[src/rtl/tpu_gbuf_arbiter.sv]
// Global-buffer arbiter: shares one single-port SRAM (1-cycle read latency)
// between the host loader/unloader and the TPU core buffer port.
//
// Handshake (both requesters): req/we/addr/wdata stay stable until gnt is
// seen high; the access completes in the gnt cycle. Holding req high issues
// back-to-back accesses. A granted read returns one cycle later, flagged by
// the requester's rvalid; rdata is a plain copy of mem_rdata for both sides.
//
// Arbitration:
//   t_busy=0 : round-robin. The requester that did not win last goes first.
//   t_busy=1 : TPU priority. After MAX_WAIT cycles of the host waiting, the
//              host is forced in for a single cycle.
module tpu_gbuf_arbiter #(
  parameter int ADDR_BITS = 16,
  parameter int DATA_BITS = 32,
  parameter int MAX_WAIT  = 8
) (
  input  logic                 clk,
  input  logic                 rst,
  input  logic                 t_busy,
  input  logic                 h_req,
  input  logic                 h_we,
  input  logic [ADDR_BITS-1:0] h_addr,
  input  logic [DATA_BITS-1:0] h_wdata,
  output logic                 h_gnt,
  output logic                 h_rvalid,
  output logic [DATA_BITS-1:0] h_rdata,
  input  logic                 t_req,
  input  logic                 t_we,
  input  logic [ADDR_BITS-1:0] t_addr,
  input  logic [DATA_BITS-1:0] t_wdata,
  output logic                 t_gnt,
  output logic                 t_rvalid,
  output logic [DATA_BITS-1:0] t_rdata,
  output logic                 mem_en,
  output logic                 mem_we,
  output logic [ADDR_BITS-1:0] mem_addr,
  output logic [DATA_BITS-1:0] mem_wdata,
  input  logic [DATA_BITS-1:0] mem_rdata
);

  localparam logic [7:0] MAX_WAIT_C = 8'(MAX_WAIT);

  // Registered arbitration state.
  logic       last_gnt;    // 0 = host won last, 1 = TPU won last
  logic [7:0] wait_cnt;    // host wait cycles under TPU priority
  logic       rd_owner_h;  // host read issued last cycle
  logic       rd_owner_t;  // TPU read issued last cycle

  logic h_gnt_c;
  logic t_gnt_c;
  logic host_escape;

  assign host_escape = (wait_cnt >= MAX_WAIT_C);

  // Grant decision: combinational from requests, mode and registered state.
  always_comb begin
    h_gnt_c = 1'b0;
    t_gnt_c = 1'b0;
    if (!rst) begin
      if (t_busy) begin
        if (t_req && !(h_req && host_escape)) begin
          t_gnt_c = 1'b1;
        end else if (h_req) begin
          h_gnt_c = 1'b1;
        end
      end else begin
        if (h_req && t_req) begin
          if (last_gnt) begin
            h_gnt_c = 1'b1;
          end else begin
            t_gnt_c = 1'b1;
          end
        end else if (h_req) begin
          h_gnt_c = 1'b1;
        end else if (t_req) begin
          t_gnt_c = 1'b1;
        end
      end
    end
  end

  assign h_gnt = h_gnt_c;
  assign t_gnt = t_gnt_c;

  // SRAM drive: mux the winner onto the port, park at zero when idle.
  always_comb begin
    mem_en    = h_gnt_c | t_gnt_c;
    mem_we    = 1'b0;
    mem_addr  = '0;
    mem_wdata = '0;
    if (t_gnt_c) begin
      mem_we    = t_we;
      mem_addr  = t_addr;
      mem_wdata = t_wdata;
    end else if (h_gnt_c) begin
      mem_we    = h_we;
      mem_addr  = h_addr;
      mem_wdata = h_wdata;
    end
  end

  // Read data is shared; rvalid tells each side whether it owns this beat.
  // rvalid is also masked by rst so a pending return is dropped immediately.
  assign h_rdata  = mem_rdata;
  assign t_rdata  = mem_rdata;
  assign h_rvalid = rd_owner_h & ~rst;
  assign t_rvalid = rd_owner_t & ~rst;

  // Arbitration history, host wait counter and read-return ownership.
  always_ff @(posedge clk) begin
    if (rst) begin
      last_gnt   <= 1'b0;
      wait_cnt   <= 8'd0;
      rd_owner_h <= 1'b0;
      rd_owner_t <= 1'b0;
    end else begin
      if (h_gnt_c) begin
        last_gnt <= 1'b0;
      end else if (t_gnt_c) begin
        last_gnt <= 1'b1;
      end

      if (!t_busy || h_gnt_c) begin
        wait_cnt <= 8'd0;
      end else if (h_req && (wait_cnt != 8'hFF)) begin
        wait_cnt <= wait_cnt + 8'd1;
      end

      rd_owner_h <= h_gnt_c & ~h_we;
      rd_owner_t <= t_gnt_c & ~t_we;
    end
  end

endmodule

[config.mk]
export PLATFORM = sky130hd
export DESIGN_NAME = tpu_gbuf_arbiter
export DESIGN_NICKNAME = d
export VERILOG_FILES = /design/src/rtl/tpu_gbuf_arbiter.sv
export SDC_FILE = /design/constraint.sdc
export NUM_CORES = 1
export LEC_CHECK = 0
export ABC_CLOCK_PERIOD_IN_PS = 2220
export CORE_AREA = 2 2 97 99
export DETAILED_ROUTE_END_ITERATION = 16
export DIE_AREA = 0 0 99 101
export PLACE_DENSITY = 0.65
export SYNTH_ARGS = -nofsm -noshare
export SYNTH_HDL_FRONTEND = slang
export SYNTH_SLANG_ARGS = --single-unit
[constraint.sdc]
create_clock -name clk -period 2.22 [get_ports clk]
set_input_delay 0.222 -clock clk [delete_from_list [all_inputs] [get_ports clk]]
set_output_delay 0.222 -clock clk [all_outputs]
set_load 0.05 [all_outputs]
Word-level counts from Yosys, hierarchy flattened
Cells that the tools add are included.

storage, ports and cells
  input bits = 135
  output and inout port bits = 118
  word-level logic and storage cells = 43
  bits in registers = 11

operators by class
  order comparisons = 1
  bitwise logic cells = 8
  reduce and logical (&&, ||, !) cells = 9
  add/subtract/negate cells = 1
  eq/ne operators = 1
  muxes and demuxes = 19

operators with widths
  kind                                                                count
  two-way mux 32 bit                                                  2
  two-way mux 16 bit                                                  2
  two-way mux 1 bit                                                   15
  adder 8 x 1 -> 8 bit (second input constant)                        1
  greater-or-equal comparator 8 x 4 -> 1 bit (second input constant)  1
  inequality test 8 bit (second input constant)                       1
  AND 1 bit                                                           4
  logical AND 1 bit                                                   4
  OR reduction 2 bit                                                  2
  inverter 1 bit                                                      3
  zero test 1 bit                                                     2
  logical OR 1 bit                                                    1
  bitwise OR 1 bit                                                    1

Logic depth before layout (Yosys ltp)
Gate-level depths: netlist of the first run.

  word-level depth = 9
  depth in mapped cells = 7
  mapped depth without buffers = 5

Worst setup path before layout of the first run
OpenSTA, ideal clock, no wires.

  path type = flip-flop to output port
  start point = register wait_cnt[4]
  end point = output mem_addr[10]
  data required time = 1.998 ns
  setup slack = 0.239 ns
  arrival = 1.759 ns
  stages on the path, launching flop included = 6
  path through = dfxtp_1 nor4b_4 a211oi_2 nor3_4 buf_6 a22o_1

on the way
  elaborated cells on any way between the ends = 12
  classes of those cells = 1 x order compare; 8 x mux; 3 x reduce/logical

RTL lines
  element                                     RTL line  source
  start: declaration                          46        logic [7:0] wait_cnt;
  start signal: assignment                    127       wait_cnt <= wait_cnt + 8'd1;
  greater-or-equal comparator 8 x 4 -> 1 bit  54        assign host_escape = (wait_cnt >= MAX_WAIT_C);
  logical AND 1 bit                           62        if (t_req && !(h_req && host_escape)) begin
  zero test 1 bit                             62
  logical AND 1 bit                           62
  two-way mux 1 bit                           62
  two-way mux 1 bit                           61        if (t_busy) begin
  two-way mux 1 bit                           60        if (!rst) begin
  net t_gnt                                   32        output logic t_gnt,
  two-way mux 16 bit                          92        if (t_gnt_c) begin
  end: declaration                            37        output logic [ADDR_BITS-1:0] mem_addr,

The timed path passes the listed nets, and every way through them passes these cells.

Final worst setup path of the first run
  start point = register wait_cnt[4]
  end point = output mem_wdata[9]

on the way
  longest elaborated chain between the ends = 9
  elaborated cells on any way between the ends = 12
  classes of those cells = 1 x order compare; 8 x mux; 3 x reduce/logical

RTL lines
  element                                       RTL line  source
  greater-or-equal comparator 8 x 4 -> 1 bit *  54
  logical AND 1 bit *                           62
  zero test 1 bit *                             62
  logical AND 1 bit *                           62
  two-way mux 1 bit                             62
  two-way mux 1 bit                             61
  two-way mux 1 bit                             60
  two-way mux 32 bit                            96        end else if (h_gnt_c) begin
  two-way mux 32 bit *                          92
  end: declaration                              38        output logic [DATA_BITS-1:0] mem_wdata,

Every way passes the cells marked *; elsewhere a longest branch is shown, timed or not.

==> impl_metrics.toml, run 1 <==
[die]
rows = 35
core_area_um2 = 8980
start_util = 0.181
die_x_um = 99
die_h_um = 101
io_pins = 253
die_area_um2 = 10000

[sta]
worstMarginPinSlew_ns = 0.379
relSlewSlack = 0.745
setup_viol = 3
post-route-period-util = 1.00
fmax_mhz = 450
final.min_clock_period_ns = 2.22
fin_ws_ns = -0.00467
final.setup_skew_ns = 0.000912
rsz0062_at_grt = "true"
slew_violations = 0
finalHoldViolCount = 0
tns_ns = -0.00706

[synth]
synth_nets = 331
avgSynthCellArea_um2 = 8.38
yosysUniqueCellTypes = 28
syn-instance-count = 194
yosysSeqAreaShare = 0.135
syn_area_um2 = 1630
synth_seq_cells = 11
yosys_warnings = 0

[setup_path]
path_class = "reg2out"
cpPeakStageDelay_ns = 0.36
reg2reg_slack_ns = 0.49
worst-path-max-fanout = 8
path_cells = "nor4b_4 > buf_4 > a211oi_4 > nor3_4 > buf_6 > buf_12 > a22o_1 > buf_12"
arrival_ns = 2.00
crit_path_end_kind = "primary output"
slowest_stage = "dfxtp_4"
worstPathRequired_ns = 2.00
crit_path_frequent_cell = "buf_12"
start_kind = "flip-flop"

[outcome]
status = "complete, but fails checks"
violations = "negative setup slack"

[placement]
dp_cells = 390
dp.final_hpwl_um = 5260
post-place-ws_ns = 0.00434
portBuffers = 156
dpl_cell_area_um2 = 3310
gp_congestion = 0.803

[grt]
grt_start_max_net_pins = 21
grt-ovfl-total = 0
grt_pass1_vias = 1793
grtUsageTotal = 0.122
grt_pass1_wl_um = 9670
antenna_found_initial = 0

[clocking]
cts-root-buf = "clkbuf_8"
cts.clk_slew.worst_paths_ns = 0.05
cts.path.max_buffers = 2
cts_hold_buf = 0
htree_num_levels = 1
clock-sinks = 11
clock_latency_ns = 0.24
numCtsBuffers = 3
cts_tree = "built"

[power]
ir_drop_mv = 0.269
static-leakage-power_nw = 1.62
power.density_nw_per_um2 = 351
power_w = 0.00138

[finish]
layout.nets = 441
n_antenna_cell = 0
instances_no_fill = 414
layout-drive-gt1-share = 0.406
final_area_um2 = 3950
areaGrowthSynthToFinish_pct = 143

[worst_hold_path]
hp-class = "in2out"

[detailed_routing]
first_iter_violations = 55
vias = 1857
wl_um = 7610
drc_errors = 0
wl_per_cell_um = 18.4
avgViaCountPerCell = 4.49
ant_nets = 0
dr.pass1.iters = 4

[flow_run]
drv_cap = 0
==> sequential cells by signal (all words and copies together), names as in the netlist <==
register    flops
wait_cnt        8
rd_owner_t      1
rd_owner_h      1
last_gnt        1
==> final cells by class <==
| class | instances | area [um2] |
|---|---|---|
| clock buffer | 4 | 45.0 |
| fill | 833 | 5030 |
| inverter | 5 | 18.8 |
| multi-input combinational | 101 | 1060 |
| sequential | 11 | 228 |
| tap | 111 | 139 |
| timing repair buffer | 182 | 2450 |
==> synthesized netlist by cell type (all sizes together) <==
master / count / area share
a211oi: 1 / 0.0077
a21oi: 7 / 0.022
a22o: 49 / 0.26
a31oi: 1 / 0.0039
and2: 1 / 0.0039
and4: 2 / 0.011
buf: 75 / 0.37
clkbuf: 2 / 0.0046
dfxtp: 11 / 0.14
ha: 2 / 0.015
inv: 5 / 0.012
mux2i: 1 / 0.0062
nand2: 1 / 0.0023
nand3: 3 / 0.0092
nand3b: 1 / 0.0046
nand4: 2 / 0.0077
nor2: 11 / 0.025
nor2b: 3 / 0.012
nor3: 6 / 0.025
nor4: 1 / 0.0039
nor4b: 1 / 0.015
o211a: 1 / 0.0062
o211ai: 1 / 0.0046
o21ai: 2 / 0.0062
xnor2: 2 / 0.011
xor2: 2 / 0.011
==> per-stage QoR <==
step / hold slack, ns / util
finish: 0.444 / 0.440
global placement: 0.444 / 0.369
floorplan: 0.294 / -
detailed placement: 0.444 / 0.369
CTS: 0.444 / 0.399
global route: 0.444 / 0.440
==> final timing paths <==
check                startpoint           end  depth (start not counted)
hold reg to reg        last_gnt      last_gnt                          2
hold / removal    mem_rdata[18]   h_rdata[18]                          0
setup reg to reg    wait_cnt[4]    rd_owner_h                          7
setup / recovery    wait_cnt[4]  mem_wdata[9]                          8
==> worst max-delay path, delay by kind of cell, from the launching register on <==
kind / cells / cell delay [ns]
buffers and inverters: 4 / 0.67
and+or+nand+nor: 2 / 0.48
DFF: 1 / 0.36
AOI/OAI and AO/OA: 2 / 0.26
==> power breakdown <==
group          switching (W)  internal, W  total [W]  leakage, nW
registers         0.00000172     0.000200   0.000202       0.0916
logic               0.000432     0.000546   0.000979         1.51
clock network      0.0000772     0.000126   0.000203       0.0228
total               0.000511     0.000873    0.00138         1.62
==> metal layers <==
layer	global-route usage	vias up	wire, um
met5	0	-	0
met4	0.0253	0	118
met3	0.0527	20	754
met2	0.210	126	3920
met1	0.140	852	2820
li1	-	859	-
==> cells by family (layout without fill, tap and decap cells) <==
logic type / count (synthesis) / in the layout / share of synthesized area
buffers and inverters: 82 / 191 / 0.388
flip-flops: 11 / 11 / 0.135
AO/OA/AOI/OAI: 62 / 62 / 0.314
multiplexers: 1 / 1 / 0.00616
AND/OR/NAND/NOR: 32 / 32 / 0.119
XOR/XNOR: 4 / 4 / 0.0216
adder cells (fa/ha/maj): 2 / 2 / 0.0154
==> placed cells by master (no fill, tap or decap), drive strengths merged, types with 3 or more instances in the layout <==
cell           count
a21oi              7
a22o              49
buf               75
clkbuf             9
clkdlybuf4s50    101
dfxtp             11
inv                5
nand3              3
nor2              11
nor2b              3
nor3               6
==> repair_timing <==
action,4_1_cts,5_1_grt
gates cloned,2,6
endpoints found under the setup margin,4,50
pin swaps,6,13
gates resized for setup,22,24
buffers inserted,6,6
No activity file was read; power rests on OpenSTA's default activity.
==> inputs of run 2 (changes only) <==
- ABC_CLOCK_PERIOD_IN_PS: 2220 -> 2200
- CORE_AREA: 2 2 97 99 -> 2 2 98 100
- DIE_AREA: 0 0 99 101 -> 0 0 100 102
- PLACE_DENSITY: 0.65 -> 0.64
- clock period: 2.22 -> 2.2 ns (I/O delays scaled with it)
==> impl_metrics.toml, run 2 (synthesis gave the netlist of run 1 again) <==
[sta]
fin_ws_ns = -0.0172
setup_viol = 29
worstMarginPinSlew_ns = 0.358
rsz0062_at_grt = "true"
final.min_clock_period_ns = 2.22
fmax_mhz = 451
slew_violations = 0
relSlewSlack = 0.759
holdWs_ns = 0.440
finalHoldViolCount = 0
post-route-period-util = 1.01
final.setup_skew_ns = 0.00157

[detailed_routing]
avgViaCountPerCell = 4.61
dr.pass1.iters = 4
ant_nets = 0
wl_per_cell_um = 18.9
vias = 1899
first_iter_violations = 45
wl_um = 7780
drc_errors = 0

[setup_path]
crit_path_end_kind = "primary output"
worst-path-max-fanout = 6
path_class = "reg2out"
start_kind = "flip-flop"
reg2reg_depth = 7
worstPathRequired_ns = 1.98
arrival_ns = 2.00

[placement]
portBuffers = 156
dp.final_hpwl_um = 5700
dpl_cell_area_um2 = 3300
gp_congestion = 0.744

[grt]
grt_start_max_net_pins = 29
grtUsageTotal = 0.118
grt-ovfl-total = 0
grt_pass1_vias = 1815
grt_pass1_wl_um = 9520
antenna_found_initial = 4

[power]
ir_drop_mv = 0.172
intPower_w = 0.000854
static-leakage-power_nw = 1.55
pwr-share-seq = 0.148
pwr-share-comb = 0.703
swShare = 0.369
power.density_nw_per_um2 = 354
p_clk_frac = 0.149
switchingPower_w = 0.000498

[die]
die_h_um = 102
rows = 35
io_pins = 253
start_util = 0.178
die_area_um2 = 10200
die_x_um = 100
core_area_um2 = 9110

[finish]
fillers = 865
layout-drive-gt1-share = 0.366
layout.nets = 436
final_area_um2 = 3810
mostFrequentLayoutCells = "clkdlybuf4s50_1 (101), buf_12 (55), a22o_1 (28)"
mostFrequentLayoutCell = "clkdlybuf4s50_1"
areaGrowthSynthToFinish_pct = 135
largest_reg_flops = 8
largest-register = "wait_cnt"

[clocking]
cts.path.max_buffers = 2
cts-root-buf = "clkbuf_8"
clock_latency_ns = 0.23
cts_tree = "built"
htree_num_levels = 1
cts.clk_slew.worst_paths_ns = 0.05
clock-sinks = 11
numCtsBuffers = 3

[worst_hold_path]
hp-class = "in2out"
min_path_cells = 0

[outcome]
violations = "negative setup slack"
status = "complete, but fails checks"

[flow_run]
drv_cap = 0
## run 2: cell count changes in the layout (fill, tap and decap cells not counted), moves of 2 or more
cell / delta
a22o_4: -10
buf_4: -3
buf_6: -2
dfxtp_2: -2
a22o_1: +10
diode_2: +3
dfxtp_4: +3
## run 2: power by group through the flow
| stage | registers (W) | clock network, W | logic [W] |
|---|---|---|---|
| floorplan | 0.000208 | 0 | 0.000671 |
| global placement | 0.000209 | 0 | 0.000851 |
| detailed placement | 0.000209 | 0 | 0.000856 |
| CTS | 0.000205 | 0.000210 | 0.000859 |
| global route | 0.000200 | 0.000223 | 0.000984 |
| finish | 0.000200 | 0.000201 | 0.000951 |
## run 2: worst max-delay path, cell delays in order (launching register included)
cell and delay, ns:
dfxtp_4 0.35, nor4b_4 0.31, buf_4 0.16, a21oi_2 0.05
o211a_4 0.32, clkbuf_16 0.18, a22o_4 0.23, buf_12 0.15
## run 2: per-layer routing
metal / wire, um / track usage / part of all wire
met5: 13 / 0 / 0.0017
met4: 106 / 0.0316 / 0.014
met3: 1110 / 0.0821 / 0.14
met2: 3780 / 0.199 / 0.49
met1: 2770 / 0.121 / 0.36
## run 2: cell type report
class	instances	area, um2	share of cell area
repair buffers	177	2400	0.629
multi-input cells	101	970	0.254
well taps	111	139	0.0364
inverters	5	18.8	0.00492
flip-flops and latches	11	236	0.0620
diodes	3	7.51	0.00197
clock buffers	4	45.0	0.0118
## run 2: stage by stage
stage                     instances  total power [W]   util  TNS, ns  setup WS, ns
after floorplan                 194         0.000879      -        0         0.221
after global placement          389          0.00106  0.363        0        0.0573
after detailed placement        389          0.00107  0.363        0        0.0160
after CTS                       393          0.00127  0.368        0       0.00531
after global routing            409          0.00141  0.418    -3.25       -0.0854
final                           412          0.00135  0.419   -0.159       -0.0172
## run 2: worst paths after layout
path,startpoint,end,slack [ns]
max,wait_cnt[6],mem_addr[10],-0.02
min,mem_rdata[4],t_rdata[4],0.44
max reg2reg,wait_cnt[6],rd_owner_h,0.51
min reg2reg,wait_cnt[7],wait_cnt[7],0.56
## run 2: timing repair
action                     CTS  global route
setup endpoints to repair    0            49
setup buffers                0             8
hold buffers                 0             0
resized for setup            0            35
